## src/rtl/ac_seq_pkg.sv

```systemverilog
// ac_seq_pkg: shared types and constants for the ac_seq_ctrl job sequencer.
//   state_e     : sequencer FSM states
//   AC_*_W      : arithmetic core configuration / pixel widths
//   AC_CLR_CYC  : number of cycles the core reset is held low at job start
package ac_seq_pkg;
  typedef enum logic [2:0] {S_IDLE, S_CLR, S_FEED, S_DRAIN, S_DONE} state_e;

  localparam int AC_BIAS_W  = 16;
  localparam int AC_BOUND_W = 2;
  localparam int AC_STEP_W  = 3;
  localparam int AC_PIX_W   = 8;
  localparam int AC_CLR_CYC = 2;
endpackage

```

## src/rtl/ac_seq_ctrl_if.sv

```systemverilog
// ac_seq_ctrl_if: bundle of every non-clock signal around the sequencer.
//   slave  : the sequencer's view (takes commands/windows/core results,
//            drives core inputs, result stream and status)
//   master : the surrounding environment's view (buffers + core)
// Signal groups: cmd_* command handshake, win_* window stream, ac_* core
// side, res_* result stream, busy/done/err status.
interface ac_seq_ctrl_if import ac_seq_pkg::*; #(
  parameter int WIN_W = 72,
  parameter int CNT_W = 8
);
  logic                         cmd_valid, cmd_ready;
  logic [AC_BIAS_W-1:0]         cmd_bias;
  logic [AC_BOUND_W-1:0]        cmd_bound;
  logic [AC_STEP_W-1:0]         cmd_step;
  logic                         cmd_relu, cmd_mp;
  logic [CNT_W-1:0]             cmd_nwin, cmd_nout;
  logic                         win_valid, win_ready;
  logic [WIN_W-1:0]             win_data;
  logic [WIN_W-1:0]             ac_in;
  logic                         ac_en;
  logic [AC_BIAS_W-1:0]         ac_bias;
  logic [AC_BOUND_W-1:0]        ac_bound;
  logic [AC_STEP_W-1:0]         ac_step;
  logic                         ac_relu, ac_mp, ac_rst_n;
  logic signed [AC_PIX_W-1:0]   ac_out;
  logic                         ac_out_en;
  logic                         res_valid;
  logic [AC_PIX_W-1:0]          res_data;
  logic                         busy, done, err;

  modport slave (
    input  cmd_valid, cmd_bias, cmd_bound, cmd_step, cmd_relu, cmd_mp,
           cmd_nwin, cmd_nout, win_valid, win_data, ac_out, ac_out_en,
    output cmd_ready, win_ready, ac_in, ac_en, ac_bias, ac_bound, ac_step,
           ac_relu, ac_mp, ac_rst_n, res_valid, res_data, busy, done, err
  );
  modport master (
    output cmd_valid, cmd_bias, cmd_bound, cmd_step, cmd_relu, cmd_mp,
           cmd_nwin, cmd_nout, win_valid, win_data, ac_out, ac_out_en,
    input  cmd_ready, win_ready, ac_in, ac_en, ac_bias, ac_bound, ac_step,
           ac_relu, ac_mp, ac_rst_n, res_valid, res_data, busy, done, err
  );
endinterface

```

## src/rtl/ac_seq_wdog.sv

```systemverilog
// ac_seq_wdog: inactivity counter for the sequencer.
//   clk/reset : clock, synchronous active-high reset
//   en_i      : count enable (job is streaming); counter is held at 0 when low
//   clr_i     : activity seen this cycle; restarts the count
//   tc_o      : terminal count, WDOG_CYC cycles without activity
// cnt_q holds the number of cycles since the last activity, so a clear loads
// 1 (the next cycle is already one cycle after the event).
module ac_seq_wdog #(
  parameter int WDOG_CYC = 256
) (
  input  logic clk,
  input  logic reset,
  input  logic en_i,
  input  logic clr_i,
  output logic tc_o
);
  localparam int CW = $clog2(WDOG_CYC + 1);

  logic [CW-1:0] cnt_q;

  assign tc_o = en_i && !clr_i && (cnt_q == CW'(WDOG_CYC - 1));

  always_ff @(posedge clk) begin
    if (reset || !en_i) cnt_q <= '0;
    else if (clr_i)     cnt_q <= CW'(1);
    else if (!tc_o)     cnt_q <= cnt_q + 1'b1;
  end
endmodule

```

## src/rtl/ac_seq_ctrl.sv

```systemverilog
// ac_seq_ctrl: job sequencer for one arithmetic core.
//   clk, reset : clock, synchronous active-high reset
//   bus        : ac_seq_ctrl_if.slave (command, window stream, core side,
//                result stream, busy/done/err)
// A command is latched in IDLE, the core is held in reset for AC_CLR_CYC
// cycles, windows are streamed into the core and core results forwarded
// until both counts are met, then done pulses.
// Optional build macro AC_SEQ_WATCHDOG_EN: adds an inactivity timeout that
// sets the sticky err flag and ends the job. Without it err is constant 0.
// All outputs are registered from next-state values so they hold reset
// values while reset is high.
module ac_seq_ctrl import ac_seq_pkg::*; #(
  parameter int WIN_W    = 72,
  parameter int CNT_W    = 8,
  parameter int WDOG_CYC = 256
) (
  input logic         clk,
  input logic         reset,
  ac_seq_ctrl_if.slave bus
);
  state_e state_q, state_d;
  logic [CNT_W-1:0] win_cnt_q, win_cnt_d, out_cnt_q, out_cnt_d, nwin_q, nout_q;
  logic [1:0] clr_cnt_q, clr_cnt_d;
  logic [AC_BIAS_W-1:0] bias_q;
  logic [AC_BOUND_W-1:0] bound_q;
  logic [AC_STEP_W-1:0] step_q;
  logic relu_q, mp_q;
  logic cmd_ready_q, win_ready_q, ac_en_q, ac_rst_n_q, res_valid_q, busy_q, done_q;
  logic [WIN_W-1:0] ac_in_q;
  logic [AC_PIX_W-1:0] res_data_q;
  logic run, cmd_acc, win_acc, res_acc, wdog_tc;

  assign run     = (state_q == S_FEED) || (state_q == S_DRAIN);
  assign cmd_acc = bus.cmd_valid && cmd_ready_q;
  assign win_acc = bus.win_valid && win_ready_q;
  // results past nout, or outside streaming, are dropped here
  assign res_acc = bus.ac_out_en && run && (out_cnt_q < nout_q);

  always_comb begin
    state_d   = state_q;
    win_cnt_d = win_cnt_q;
    out_cnt_d = out_cnt_q;
    clr_cnt_d = '0;
    case (state_q)
      S_IDLE: if (cmd_acc) begin
        win_cnt_d = '0;
        out_cnt_d = '0;
        state_d   = (bus.cmd_nwin == '0 || bus.cmd_nout == '0) ? S_DONE : S_CLR;
      end
      S_CLR: begin
        if (clr_cnt_q == 2'(AC_CLR_CYC - 1)) state_d = S_FEED;
        else clr_cnt_d = clr_cnt_q + 1'b1;
      end
      S_FEED, S_DRAIN: begin
        if (win_acc) win_cnt_d = win_cnt_q + 1'b1;
        if (res_acc) out_cnt_d = out_cnt_q + 1'b1;
        // completion looks at this cycle's updated counts
        if ((win_cnt_d == nwin_q && out_cnt_d == nout_q) || wdog_tc) state_d = S_DONE;
        else if (win_cnt_d == nwin_q) state_d = S_DRAIN;
      end
      S_DONE:  state_d = S_IDLE;
      default: state_d = S_IDLE;
    endcase
  end

  always_ff @(posedge clk) begin
    if (reset) begin
      state_q <= S_IDLE;
      {win_cnt_q, out_cnt_q, nwin_q, nout_q, clr_cnt_q} <= '0;
      {bias_q, bound_q, step_q, relu_q, mp_q} <= '0;
      {cmd_ready_q, win_ready_q, ac_en_q, ac_rst_n_q} <= '0;
      {res_valid_q, busy_q, done_q} <= '0;
      ac_in_q    <= '0;
      res_data_q <= '0;
    end else begin
      state_q     <= state_d;
      win_cnt_q   <= win_cnt_d;
      out_cnt_q   <= out_cnt_d;
      clr_cnt_q   <= clr_cnt_d;
      if (cmd_acc) begin
        nwin_q  <= bus.cmd_nwin;
        nout_q  <= bus.cmd_nout;
        bias_q  <= bus.cmd_bias;
        bound_q <= bus.cmd_bound;
        step_q  <= bus.cmd_step;
        relu_q  <= bus.cmd_relu;
        mp_q    <= bus.cmd_mp;
      end
      cmd_ready_q <= (state_d == S_IDLE);
      win_ready_q <= (state_d == S_FEED) && (win_cnt_d < nwin_q);
      ac_rst_n_q  <= (state_d != S_CLR);
      busy_q      <= (state_d != S_IDLE);
      done_q      <= (state_d == S_DONE);
      ac_en_q     <= win_acc;
      if (win_acc) ac_in_q <= bus.win_data;
      res_valid_q <= res_acc;
      if (res_acc) res_data_q <= bus.ac_out;
    end
  end

`ifdef AC_SEQ_WATCHDOG_EN
  logic err_q;

  ac_seq_wdog #(.WDOG_CYC(WDOG_CYC)) u_wdog (
    .clk   (clk),
    .reset (reset),
    .en_i  (run),
    .clr_i (win_acc || res_acc),
    .tc_o  (wdog_tc)
  );

  always_ff @(posedge clk) begin
    if (reset)        err_q <= 1'b0;
    else if (cmd_acc) err_q <= 1'b0;
    else if (wdog_tc) err_q <= 1'b1;
  end

  assign bus.err = err_q;
`else
  logic unused_wdog;
  assign unused_wdog = (WDOG_CYC == 0);
  assign wdog_tc     = 1'b0;
  assign bus.err     = 1'b0;
`endif

  assign bus.cmd_ready = cmd_ready_q;
  assign bus.win_ready = win_ready_q;
  assign bus.ac_in     = ac_in_q;
  assign bus.ac_en     = ac_en_q;
  assign bus.ac_bias   = bias_q;
  assign bus.ac_bound  = bound_q;
  assign bus.ac_step   = step_q;
  assign bus.ac_relu   = relu_q;
  assign bus.ac_mp     = mp_q;
  assign bus.ac_rst_n  = ac_rst_n_q;
  assign bus.res_valid = res_valid_q;
  assign bus.res_data  = res_data_q;
  assign bus.busy      = busy_q;
  assign bus.done      = done_q;
endmodule

```

## src/flat_wrapper.sv

```systemverilog
// flat-port wrapper written by rule: the top's interface ports become plain ports
module ac_seq_ctrl_flat import ac_seq_pkg::*;
#(
  parameter int WIN_W    = 72,
  parameter int CNT_W    = 8,
  parameter int WDOG_CYC = 256
)
  (clk, reset, bus_cmd_valid, bus_cmd_bias, bus_cmd_bound, bus_cmd_step, bus_cmd_relu, bus_cmd_mp, bus_cmd_nwin, bus_cmd_nout, bus_win_valid, bus_win_data, bus_ac_out, bus_ac_out_en, bus_cmd_ready, bus_win_ready, bus_ac_in, bus_ac_en, bus_ac_bias, bus_ac_bound, bus_ac_step, bus_ac_relu, bus_ac_mp, bus_ac_rst_n, bus_res_valid, bus_res_data, bus_busy, bus_done, bus_err);
  ac_seq_ctrl_if #(.WIN_W(WIN_W), .CNT_W(CNT_W)) bus_i ();
  input logic clk;
  input logic reset;
  input wire logic [$bits(bus_i.cmd_valid)-1:0] bus_cmd_valid;
  input wire logic [$bits(bus_i.cmd_bias)-1:0] bus_cmd_bias;
  input wire logic [$bits(bus_i.cmd_bound)-1:0] bus_cmd_bound;
  input wire logic [$bits(bus_i.cmd_step)-1:0] bus_cmd_step;
  input wire logic [$bits(bus_i.cmd_relu)-1:0] bus_cmd_relu;
  input wire logic [$bits(bus_i.cmd_mp)-1:0] bus_cmd_mp;
  input wire logic [$bits(bus_i.cmd_nwin)-1:0] bus_cmd_nwin;
  input wire logic [$bits(bus_i.cmd_nout)-1:0] bus_cmd_nout;
  input wire logic [$bits(bus_i.win_valid)-1:0] bus_win_valid;
  input wire logic [$bits(bus_i.win_data)-1:0] bus_win_data;
  input wire logic [$bits(bus_i.ac_out)-1:0] bus_ac_out;
  input wire logic [$bits(bus_i.ac_out_en)-1:0] bus_ac_out_en;
  output wire logic [$bits(bus_i.cmd_ready)-1:0] bus_cmd_ready;
  output wire logic [$bits(bus_i.win_ready)-1:0] bus_win_ready;
  output wire logic [$bits(bus_i.ac_in)-1:0] bus_ac_in;
  output wire logic [$bits(bus_i.ac_en)-1:0] bus_ac_en;
  output wire logic [$bits(bus_i.ac_bias)-1:0] bus_ac_bias;
  output wire logic [$bits(bus_i.ac_bound)-1:0] bus_ac_bound;
  output wire logic [$bits(bus_i.ac_step)-1:0] bus_ac_step;
  output wire logic [$bits(bus_i.ac_relu)-1:0] bus_ac_relu;
  output wire logic [$bits(bus_i.ac_mp)-1:0] bus_ac_mp;
  output wire logic [$bits(bus_i.ac_rst_n)-1:0] bus_ac_rst_n;
  output wire logic [$bits(bus_i.res_valid)-1:0] bus_res_valid;
  output wire logic [$bits(bus_i.res_data)-1:0] bus_res_data;
  output wire logic [$bits(bus_i.busy)-1:0] bus_busy;
  output wire logic [$bits(bus_i.done)-1:0] bus_done;
  output wire logic [$bits(bus_i.err)-1:0] bus_err;
  assign bus_i.cmd_valid = bus_cmd_valid;
  assign bus_i.cmd_bias = bus_cmd_bias;
  assign bus_i.cmd_bound = bus_cmd_bound;
  assign bus_i.cmd_step = bus_cmd_step;
  assign bus_i.cmd_relu = bus_cmd_relu;
  assign bus_i.cmd_mp = bus_cmd_mp;
  assign bus_i.cmd_nwin = bus_cmd_nwin;
  assign bus_i.cmd_nout = bus_cmd_nout;
  assign bus_i.win_valid = bus_win_valid;
  assign bus_i.win_data = bus_win_data;
  assign bus_i.ac_out = bus_ac_out;
  assign bus_i.ac_out_en = bus_ac_out_en;
  assign bus_cmd_ready = bus_i.cmd_ready;
  assign bus_win_ready = bus_i.win_ready;
  assign bus_ac_in = bus_i.ac_in;
  assign bus_ac_en = bus_i.ac_en;
  assign bus_ac_bias = bus_i.ac_bias;
  assign bus_ac_bound = bus_i.ac_bound;
  assign bus_ac_step = bus_i.ac_step;
  assign bus_ac_relu = bus_i.ac_relu;
  assign bus_ac_mp = bus_i.ac_mp;
  assign bus_ac_rst_n = bus_i.ac_rst_n;
  assign bus_res_valid = bus_i.res_valid;
  assign bus_res_data = bus_i.res_data;
  assign bus_busy = bus_i.busy;
  assign bus_done = bus_i.done;
  assign bus_err = bus_i.err;
  ac_seq_ctrl #(.WIN_W(WIN_W), .CNT_W(CNT_W), .WDOG_CYC(WDOG_CYC)) u_core (.clk(clk), .reset(reset), .bus(bus_i));
endmodule
```

## config.mk

```make
export PLATFORM = sky130hd
export DESIGN_NAME = ac_seq_ctrl_flat
export DESIGN_NICKNAME = d
export VERILOG_FILES = /design/src/rtl/ac_seq_pkg.sv /design/src/rtl/ac_seq_ctrl_if.sv /design/src/rtl/ac_seq_wdog.sv /design/src/rtl/ac_seq_ctrl.sv /design/src/flat_wrapper.sv
export SDC_FILE = /design/constraint.sdc
export NUM_CORES = 1
export LEC_CHECK = 0
export ABC_AREA = 1
export CAP_MARGIN = 20
export CORE_ASPECT_RATIO = 1.75
export CORE_MARGIN = 1.5
export CORE_UTILIZATION = 48
export DETAILED_ROUTE_END_ITERATION = 6
export PLACE_DENSITY_LB_ADDON = 0.12
export SYNTH_ARGS = -nofsm -noshare
export SYNTH_HDL_FRONTEND = slang
export SYNTH_SLANG_ARGS = --single-unit
```

## constraint.sdc

```tcl
create_clock -name clk -period 3.6 [get_ports clk]
set_input_delay 0.72 -clock clk [delete_from_list [all_inputs] [get_ports clk]]
set_output_delay 0.72 -clock clk [all_outputs]
set_load 0.02 [all_outputs]
```

### Yosys cells after proc, flatten, opt, wreduce, memory -nomap -nowiden

Index checks and enable logic that the tools add are counted.

| storage, ports and cells | value |
|---|---|
| register bits after elaboration | 147 |
| bits of input ports | 124 |
| output and inout port bits | 111 |
| word-level logic and storage cells | 67 |

| cells by class | value |
|---|---|
| eq/ne operators | 10 |
| reduce and logical (&&, ||, !) cells | 17 |
| $add $sub $neg | 3 |
| magnitude comparators | 2 |
| muxes and demuxes | 14 |
| bitwise operators | 1 |

Operator list:

| operator | count |
|---|---|
| 8-bit two-way mux | 6 |
| 8-bit one-hot mux with 2 select lines | 2 |
| 8-bit by 1-bit adder with 8-bit output (second input constant) | 2 |
| 8-bit == test | 2 |
| 8-bit zero test | 2 |
| 8-bit < comparator | 2 |
| 3-bit two-way mux | 5 |
| 3-bit by 2-bit == test with 1-bit output (second input constant) | 3 |
| 3-bit one-hot mux with 3 select lines | 1 |
| 1-bit logical AND | 6 |
| 3-bit zero test | 2 |
| 3-bit by 1-bit == test with 1-bit output (second input constant) | 1 |
| 3-bit == test (second input constant) | 1 |
| 3-bit by 1-bit inequality test with 1-bit output (second input constant) | 1 |
| 3-bit nonzero test | 1 |
| 3-bit OR reduction | 1 |
| 2-bit by 1-bit adder with 2-bit output (second input constant) | 1 |
| 2-bit by 1-bit == test with 1-bit output (second input constant) | 1 |
| 1-bit logical OR | 2 |
| 2-bit by 1-bit inequality test with 1-bit output (second input constant) | 1 |
| 2-bit AND reduction | 1 |
| 2-bit nonzero test | 1 |
| 2-bit OR reduction | 1 |
| 1-bit inverter | 1 |

### Longest topological paths before layout

Gate-level depths: netlist of run 1.

| depth | value |
|---|---|
| word-level depth | 12 |
| depth in mapped cells | 21 |
| mapped depth without buffers | 20 |

### Least setup slack after synthesis of run 1

Ideal clock, no wire load.

| path | value |
|---|---|
| kind | input -> register |
| from | in bus_cmd_valid |
| to | reg u_core.win_ready_q, in the netlist u_core.bus.win_ready |
| required time | 3.536 ns |
| library setup time | 0.064 ns |
| cell stages on the path | 16 |
| path buffers | 1 |
| slack | 0.998 ns |
| arrival | 2.538 ns |
| cell sequence | nand2_1 -> clkinv_1 -> nand2_1 -> nand2_1 -> inv_1 -> clkbuf_1 -> nand2_1 -> nand2_1 -> ha_1 -> o21ai_0 -> inv_1 -> o211ai_1 -> nand2_1 -> nand3_1 -> nand4_1 -> nor2_1 |

| between the ends | value |
|---|---|
| cells in the longest elaborated chain, start to end | 5 |
| elaborated cells between the ends (all ways) | 8 |
| classes of those cells | order compare (1); eq/ne (1); mux (4); reduce/logical (2) |

RTL lines:

| element | line | text |
|---|---|---|
| start, declared | flat_wrapper.sv:12 | `input wire logic [$bits(bus_i.cmd_valid)-1:0] bus_cmd_valid;` |
| 1-bit logical AND | ac_seq_ctrl.sv:34 | `assign cmd_acc = bus.cmd_valid && cmd_ready_q;` |
| 8-bit two-way mux | ac_seq_ctrl.sv:45 | `S_IDLE: if (cmd_acc) begin` |
| 8-bit one-hot mux with 2 select lines | ac_seq_ctrl.sv:44 | `case (state_q)` |
| via u_core.win_cnt_d[1] | ac_seq_ctrl.sv:22 | `logic [CNT_W-1:0] win_cnt_q, win_cnt_d, out_cnt_q, out_cnt_d, nwin_q, nout_q;` |
| 8-bit < comparator | ac_seq_ctrl.sv:90 | `win_ready_q <= (state_d == S_FEED) && (win_cnt_d < nwin_q);` |
| 1-bit logical AND | ac_seq_ctrl.sv:90 |  |
| end signal, assigned | ac_seq_ctrl.sv:90 |  |
| end, declared | ac_seq_ctrl.sv:28 | `logic cmd_ready_q, win_ready_q, ac_en_q, ac_rst_n_q, res_valid_q, busy_q, done_q;` |

The timed path passes the listed nets, and every way through them passes these cells.
A chain may end at the register's enable or synchronous reset.

### Worst setup path after layout of run 1

| path | value |
|---|---|
| from | reg u_core.nout_q[3] |
| to | reg u_core.cmd_ready_q, in the netlist u_core.bus.cmd_ready |

| between the ends | value |
|---|---|
| cells in the longest elaborated chain, start to end | 9 |

RTL lines:

| element | line | text |
|---|---|---|
| start, declared | ac_seq_ctrl.sv:22 |  |
| start signal, assigned | ac_seq_ctrl.sv:82 | `nout_q <= bus.cmd_nout;` |
| 8-bit < comparator | ac_seq_ctrl.sv:37 | `assign res_acc = bus.ac_out_en && run && (out_cnt_q < nout_q);` |
| 1-bit logical AND | ac_seq_ctrl.sv:37 |  |
| 8-bit two-way mux | ac_seq_ctrl.sv:56 | `if (res_acc) out_cnt_d = out_cnt_q + 1'b1;` |
| 8-bit two-way mux | ac_seq_ctrl.sv:44 |  |
| 8-bit == test * | ac_seq_ctrl.sv:58 | `if ((win_cnt_d == nwin_q && out_cnt_d == nout_q) \|\| wdog_tc) state_d = S_DONE;` |
| 1-bit logical AND * | ac_seq_ctrl.sv:58 |  |
| 3-bit two-way mux * | ac_seq_ctrl.sv:58 |  |
| 3-bit one-hot mux with 3 select lines * | ac_seq_ctrl.sv:44 |  |
| 3-bit zero test * | ac_seq_ctrl.sv:89 | `cmd_ready_q <= (state_d == S_IDLE);` |
| end signal, assigned | ac_seq_ctrl.sv:89 |  |
| end, declared | ac_seq_ctrl.sv:28 |  |

Every way passes the cells marked *; elsewhere a longest branch is shown, timed or not. The select of a mux whose other input is x is not followed.

==> results of run 1 <==
==> metrics by stage <==
stage | hold WS (ns) | util [%]
6_report | 0.4263 | 72.97
4_1_cts | 0.4280 | 72.97
3_5_place_dp | 0.4189 | 68.05
3_3_place_gp | 0.4071 | 68.05
5_1_grt | 0.4423 | 72.97
2_1_floorplan | 0.3973 | -
==> cells in the mapped netlist (all sizes together), types with 2 or more instances <==
cell type	instances
inv	54
ha	17
xor2	4
clkbuf	31
nand2	145
a21oi	47
nor4	4
dfxtp	147
clkinv	2
or2	3
buf	15
nor2	223
nand3	42
o21ai	115
nand4	11
==> per-layer routing <==
| metal | vias up | part of all wire [%] |
|---|---|---|
| met5 | - | 0 |
| met4 | 0 | 5.3 |
| met3 | 68 | 5.9 |
| met2 | 233 | 53 |
| met1 | 2879 | 35 |
| li1 | 3241 | - |
==> critical path: stages, from the launching register on <==
cell and delay [ns]:
dfxtp_1 0.38, inv_1 0.11, ha_1 0.32, a21oi_1 0.14, nand2_1 0.09, nand2_1 0.30, nand3_2 0.40, inv_2 0.26
nand2_1 0.12, nand2_1 0.08, nand2_1 0.07, nand2_1 0.10, nor2_2 0.05, nand3_2 0.07, nand3_1 0.08, nand2_1 0.11
clkinv_1 0.11, nand2_1 0.08, nor2_2 0.03
==> cell families after synthesis <==
logic type | share of synthesized area (%)
fa+ha+maj | 3.397
flops | 47.00
xor+xnor | 0.9192
simple gates | 28.62
compound gates | 13.69
other cells | 0.05989
buf+inv | 6.315
==> power breakdown <==
| group | switching, mW | leakage, nW | total, mW | internal, mW |
|---|---|---|---|---|
| combinational | 0.265 | 2.15 | 0.526 | 0.261 |
| clock | 0.696 | 0.310 | 1.89 | 1.20 |
| sequential | 0.0298 | 1.19 | 1.71 | 1.68 |
==> layout make-up <==
class                   count  area [um2]  share of cell area (%)
clock buffers              19       452.9                   4.849
clock inverters            12       177.7                   1.902
multi-input cells         623        2923                   31.29
flip-flops and latches    147        2943                   31.51
well taps                 171       214.0                   2.291
repair buffers            243        2420                   25.91
inverters                  56       210.2                   2.251
==> path summary, 6_finish.rpt <==
check / start / end / slack [ns] / depth (start not counted)
worst max-delay path: u_core.nout_q[3] / u_core.bus.cmd_ready / 0.57 / 18
worst min-delay path: u_core.clr_cnt_q[0] / u_core.clr_cnt_q[0] / 0.43 / 1
worst max register to register: u_core.nout_q[3] / u_core.bus.cmd_ready / 0.57 / 18
worst min register to register: u_core.clr_cnt_q[0] / u_core.clr_cnt_q[0] / 0.43 / 1
==> flip-flops by register name, summed over array words and instances, names as in the netlist, 2 cells and up <==
name and flops:
u_core.bus.ac_bound 2, u_core.nout_q 8, u_core.bus.ac_bias 16, u_core.bus.ac_in 72, u_core.state_q 3, u_core.bus.ac_step 3, u_core.out_cnt_q 8, u_core.bus.res_data 8
u_core.nwin_q 8, u_core.clr_cnt_q 2, u_core.win_cnt_q 8
==> out/metrics.csv, run 1 <==
metric;value;unit
status;finished clean;
htreeDepth;4;
fmax;0.3304;GHz
fin_ws;0.5734;ns
rsz0062_at_grt;false;
yosys.area.top_type_share;47.00;%
grt_max_degree;74;
critPathArrivalTime;3.33;ns
grt_overflow_total;0;
grt_antenna_before_repair;0;
postCtsHoldBufs;0;
met1_usage;28.05;%
final_cells;1271;
hold_viol;0;
worst_setup_path_start_kind;flip-flop;
drive_gt1_share;6.000;%
gr-usage-all-layers;28.27;%
groute.layer.met2.usage;50.23;%
cts_made_buffers;17;
cp_max_fo;16;
setup.worst_path.end_class;flip-flop;
coreArea;0.01280;mm2
synth_top_area_cell;dfxtp_1;
dieArea;0.01377;mm2
fin_nets;1229;
wl;18.76;mm
grt_use_met3;7.676;%
drv_cap;0;
area_growth_syn_to_layout;49.18;%
syn_nets;1013;
final_cell_mix;clkdlybuf4s50_1 (233), nor2_1 (216), dfxtp_1 (147);
min_period;3.027;ns
clock_sinks;147;
firstDrtPassIters;7;
gp_routability_congestion;0.9851;
leakagePower;3.651;nW
viasPerCell;5.052;
cts_buffer_depth;2;
root_buffer;clkbuf_16;
row_count;55;
yosysWarnings;0;
ys_async_sr_fraction;0;%
tightest_slew;0.5939;ns
cts_tree;built;
num_vias;6421;
ir_drop;0.0003195;V
io_buffers;233;
path_clk_slew;0.06;ns
syn_area;0.006261;mm2
die_y;154.1;um
max_slew_margin;60.40;%
drtIter0Drc;297;
antenna_cells;0;
wire_per_inst;14.76;um
hpwl;13.62;mm
syn_avg_cell_area;7.180;um2
clk_latency;0.42;ns
grt_pass1_wl;29.89;mm
gr-max-usage-layer;met2;
crit_type;flip-flop to flip-flop;
synth_area_leaders;dfxtp_1 (47%), nor2_1 (13%), o21ai_0 (9.0%), nand2_1 (8.4%), a21oi_1 (3.8%);
synth_edf_count;0;
synth-main-ff-cell;dfxtp_1;
dp_cells;1240;
place_ws;0.4674;ns
min-delay-path-class;flip-flop to flip-flop;
ios;235;
initial_core_util;48.91;%
timing.final.crit_share;84.07;%
final_area;0.009340;mm2
crit_required;3.90;ns
synth_sequential_area_ratio;47.00;%
ys_ff_latch;147;
setup_viol;0;
dpl_cell_area;0.008710;mm2
grt_pass1_vias;6406;
ant_nets;0;
layout.cells.most_common;clkdlybuf4s50_1;
tns;0;ns
route.detailed.drc;0;
p_per_area;441.9;mW/mm2
drv_slew;0;
syn_inst;872;
fill_cells;1073;
post_cts_resized;0;
postCtsSetupBuffers;0;
synth.distinct_cells;37;
fin_skew;0.01785;ns
finalPower;4.128;mW
die-width;89.34;um
No activity file was read; power rests on OpenSTA's default activity.
==> run 2: changes to the inputs <==
--- a/config.mk
+++ b/config.mk
@@ -9,7 +9,7 @@
 export CAP_MARGIN = 20
 export CORE_ASPECT_RATIO = 1.75
 export CORE_MARGIN = 1.5
-export CORE_UTILIZATION = 48
+export CORE_UTILIZATION = 44
 export DETAILED_ROUTE_END_ITERATION = 6
 export PLACE_DENSITY_LB_ADDON = 0.12
 export SYNTH_ARGS = -nofsm -noshare
==> constraint.sdc (replaced) <==
create_clock -name clk -period 3.1 [get_ports clk]
set_input_delay 0.62 -clock clk [delete_from_list [all_inputs] [get_ports clk]]
set_output_delay 0.62 -clock clk [all_outputs]
set_load 0.02 [all_outputs]
==> out/metrics.csv, run 2 (synthesized netlist as in run 1, its figures left out) <==
metric;value;unit
area_growth_syn_to_layout;49.46;%
grt_pass1_wl;29.85;mm
clk_latency;0.42;ns
fin_nets;1232;
drv_cap;0;
drv_slew;0;
ir_drop;0.0003234;V
fmax;0.3756;GHz
antenna_cells;0;
gr-usage-all-layers;25.29;%
pwr-share-seq;41.8;%
drtIter0Drc;243;
combPwrFrac;13.2;%
tightest_slew;0.7328;ns
die-width;93.18;um
initial_core_util;45.02;%
ant_nets;0;
path_clk_slew;0.06;ns
hpwl;13.52;mm
clock_sinks;147;
clock_power_share;45.0;%
drive_gt1_share;6.159;%
grt_overflow_total;0;
final_cell_mix;clkdlybuf4s50_1 (233), nor2_1 (216), dfxtp_1 (147);
grt_pass1_vias;6273;
gp_routability_congestion;0.9377;
postCtsSetupBuffers;0;
min-delay-path-class;flip-flop to flip-flop;
firstDrtPassIters;5;
cp_max_fo;16;
cts_tree;built;
crit_required;3.39;ns
num_vias;6364;
viasPerCell;4.968;
ios;235;
grt_max_degree;73;
max_slew_margin;51.15;%
root_buffer;clkbuf_16;
switching_share;25.31;%
tns;0;ns
power_switching;1.201;mW
post_cts_resized;0;
finalPower;4.744;mW
critPathArrivalTime;2.95;ns
rsz0062_at_grt;false;
coreArea;0.01391;mm2
place_ws;0.1570;ns
crit_type;flip-flop to flip-flop;
timing.final.crit_share;85.89;%
p_per_area;507.0;mW/mm2
postCtsHoldBufs;0;
setup_viol;0;
hold_viol;0;
cts_made_buffers;17;
fin_skew;0.01115;ns
worst_setup_path_start_kind;flip-flop;
layout.cells.most_common;clkdlybuf4s50_1;
cts_buffer_depth;2;
grt_antenna_before_repair;0;
row_count;57;
htreeDepth;4;
route.detailed.drc;0;
io_buffers;233;
min_period;2.663;ns
leakagePower;3.647;nW
dieArea;0.01498;mm2
internal_power;3.543;mW
setup.worst_path.end_class;flip-flop;
status;finished clean;
fin_ws;0.4375;ns
wire_per_inst;14.62;um
wl;18.73;mm
die_y;160.8;um
largest_register_ffs;72;
## run 2: final timing paths
check                       from             endpoint  slack [ns]  depth (start not counted)
min          u_core.clr_cnt_q[0]  u_core.clr_cnt_q[0]        0.42                          1
max reg2reg     u_core.nout_q[3]      u_core.bus.busy        0.44                         16
min reg2reg  u_core.clr_cnt_q[0]  u_core.clr_cnt_q[0]        0.42                          1
max             u_core.nout_q[3]      u_core.bus.busy        0.44                         16
## run 2: power by group through the flow
stage               logic [mW]  clock network [mW]  registers (mW)
finish                   0.625                2.13            1.99
global route             0.685                2.25            1.99
CTS                      0.626                2.17            1.98
detailed placement       0.623                   0            2.03
global placement         0.617                   0            2.02
floorplan                0.256                   0            2.07
## run 2: stage by stage
stage / hold slack [ns] / util [%] / area (um2) / instances
2_1_floorplan: 0.3973 / - / 6261 / 872
3_3_place_gp: 0.4084 / 62.93 / 8752 / 1249
6_report: 0.4237 / 67.29 / 9358 / 1281
3_5_place_dp: 0.4201 / 62.93 / 8752 / 1249
4_1_cts: 0.4289 / 67.29 / 9358 / 1281
5_1_grt: 0.4533 / 67.29 / 9358 / 1281
## run 2: area by class of cell
cell class	count	area [um2]
Multi-Input combinational cell	623	2923
Clock buffer	19	432.9
Timing Repair Buffer	246	2455
Fill cell	1224	4549
Tap cell	177	221.5
Clock inverter	13	172.7
Sequential cell	147	2943
Inverter	56	210.2
## run 2: metal layers
metal	global-route usage, %	vias up	wire length [um]
li1	-	3253	-
met1	25.93	2866	6792
met2	47.15	203	10090
met3	6.913	42	1273
met4	10.19	0	566
met5	0	-	0
## run 2: worst max-delay path, stage by stage, from the launching register on
cell and delay [ns]:
dfxtp_1 0.38, inv_1 0.11, ha_1 0.33, a21oi_1 0.13, nand2_1 0.09, nand2_1 0.09, nand3_2 0.30, inv_2 0.26
nand2_1 0.11, nand3_1 0.11, nand2_1 0.09, nor2_2 0.11, nand3_2 0.09, nand2_2 0.08, nand2_2 0.06, nor2_2 0.11
a21oi_1 0.08
==> run 3: changes to the inputs <==
--- a/config.mk
+++ b/config.mk
@@ -8,7 +8,7 @@
 export ABC_AREA = 1
 export CAP_MARGIN = 20
 export CORE_ASPECT_RATIO = 1.75
-export CORE_MARGIN = 1.5
+export CORE_MARGIN = 4
 export CORE_UTILIZATION = 44
 export DETAILED_ROUTE_END_ITERATION = 6
 export PLACE_DENSITY_LB_ADDON = 0.12
==> constraint.sdc (replaced) <==
create_clock -name clk -period 2.61 [get_ports clk]
set_input_delay 0.6525 -clock clk [delete_from_list [all_inputs] [get_ports clk]]
set_output_delay 0.6525 -clock clk [all_outputs]
set_load 0.02 [all_outputs]
==> out/metrics.csv, run 3 (synthesized netlist as in run 1, its figures left out) <==
metric;value;unit
row_count;57;
cp_max_fo;5;
route.detailed.drc;0;
switching_share;25.78;%
seq_area;0.002945;mm2
fin_nets;1256;
fin_skew;0.009088;ns
route.met3.wl;1.278;mm
tightest_slew;0.7580;ns
clk_latency;0.41;ns
drtIter0Drc;239;
worst_setup_path_start_kind;flip-flop;
leakagePower;3.739;nW
grt_pass1_wl;30.42;mm
min-delay-path-class;flip-flop to flip-flop;
firstDrtPassIters;4;
rsz0062_at_grt;false;
min_period;2.383;ns
final_cells;1305;
status;finished clean;
ant_nets;0;
hold_viol;0;
combPwrFrac;13.8;%
top_layer;met4;
grt_pass1_vias;6282;
gr-usage-all-layers;23.12;%
cts_buffer_depth;2;
drive_gt1_share;8.607;%
critPathArrivalTime;2.68;ns
num_vias;6376;
dp_cells;1272;
ir_drop;0.0003564;V
multiInputGateArea;0.002937;mm2
root_buffer;clkbuf_16;
final_cell_mix;clkdlybuf4s50_1 (232), nor2_1 (215), dfxtp_1 (145);
ios;235;
htreeDepth;4;
layout.cells.most_common;clkdlybuf4s50_1;
clock_sinks;147;
internal_power;4.010;mW
viasPerCell;4.886;
fill_cells;1210;
path_clk_slew;0.07;ns
die-width;98.18;um
max_slew_margin;49.47;%
setup.worst_path.end_class;flip-flop;
grt_max_degree;74;
clock_power_share;42.6;%
die_y;165.8;um
power_switching;1.393;mW
drv_slew;0;
setup_viol;0;
timing.final.crit_share;91.30;%
hpwl;13.89;mm
dieArea;0.01628;mm2
io_buffers;233;
dr_wl_met2;10.07;mm
grt_antenna_before_repair;1;
crit_type;flip-flop to flip-flop;
area_growth_syn_to_layout;51.70;%
grt_overflow_total;0;
crit_required;2.90;ns
drv_cap;0;
finalPower;5.403;mW
initial_core_util;45.02;%
fmax;0.4197;GHz
cts_made_buffers;17;
met1_length;6.877;mm
cts_tree;built;
largest_register_ffs;72;
wl;19.03;mm
pwr-share-seq;43.6;%
wire_per_inst;14.58;um
coreArea;0.01391;mm2
gp_routability_congestion;0.9069;
p_per_area;568.9;mW/mm2
-- run 3: changes by cell type in the layout (fill, tap and decap cells not counted), sizes merged --
cell           previous run  this run
clkinv                    4         5
buf                      13        37
clkinvlp                  3         4
dlymetal6s2s              0         1
clkdlybuf4s50           233       232
diode                     0         1
bufinv                    3         1
clkbuf                   19        18
-- run 3: what timing repair did --
action                                  4_1_cts  5_1_grt
setup buffers                                 0        0
hold buffers                                  0        0
endpoints found under the setup margin        0        1
endpoints found under the hold margin         0        0
gates resized for setup                       0        8
-- run 3: path summary, 6_finish.rpt --
| check | from | endpoint | slack [ns] | cells after the start |
|---|---|---|---|---|
| hold reg to reg | u_core.clr_cnt_q[0] | u_core.clr_cnt_q[0] | 0.42 | 1 |
| setup / recovery | u_core.nout_q[7] | u_core.bus.busy | 0.23 | 16 |
| hold / removal | u_core.clr_cnt_q[0] | u_core.clr_cnt_q[0] | 0.42 | 1 |
| setup reg to reg | u_core.nout_q[7] | u_core.bus.busy | 0.23 | 16 |
-- run 3: metal layers --
metal | track usage [%] | up-vias
li1 | - | 3294
met5 | 0 | -
met1 | 23.21 | 2829
met2 | 42.28 | 198
met4 | 11.77 | 0
met3 | 7.020 | 55
-- run 3: stage by stage --
stage               worst slack (ns)  area, um2  hold slack (ns)  util, %  TNS [ns]
detailed placement           -0.1970       8912           0.4137    64.08   -0.9199
finish                        0.2271       9498           0.4183    68.30         0
global placement             -0.1516       8912           0.4061    64.08   -0.5780
floorplan                    0.07517       6261           0.3973        -         0
CTS                           0.2001       9468           0.4226    68.08         0
global route                 0.01808       9498           0.4431    68.30         0
-- run 3: critical path, stage by stage, from the launching register on --
cell and delay [ns]:
dfxtp_1 0.33, inv_1 0.08, ha_1 0.31, a21oi_1 0.16
o21a_2 0.21, buf_2 0.19, nand4_1 0.12, nand2_1 0.11
nand2_1 0.05, nand2_1 0.09, nand2_1 0.09, nor2_2 0.11
nand3_2 0.09, nand2_2 0.08, nand2_2 0.06, nor2_2 0.11
a21oi_1 0.08
-- run 3: cell type report --
class                      count  area share [%]
clock buffer                  18           4.519
timing repair buffer         270           27.65
multi-input combinational    623           30.92
inverter                      56           2.213
antenna                        1         0.02635
clock inverter                13           1.331
sequential                   147           31.01
tap                          177           2.332
-- run 3: power groups by stage --
stage / Sequential, mW / Clock, mW / Combinational [mW]
3_3_place_gp: 2.40 / 0 / 0.736
5_1_grt: 2.36 / 2.47 / 0.815
4_1_cts: 2.36 / 2.36 / 0.745
6_report: 2.35 / 2.30 / 0.744
2_1_floorplan: 2.45 / 0 / 0.304
3_5_place_dp: 2.40 / 0 / 0.740
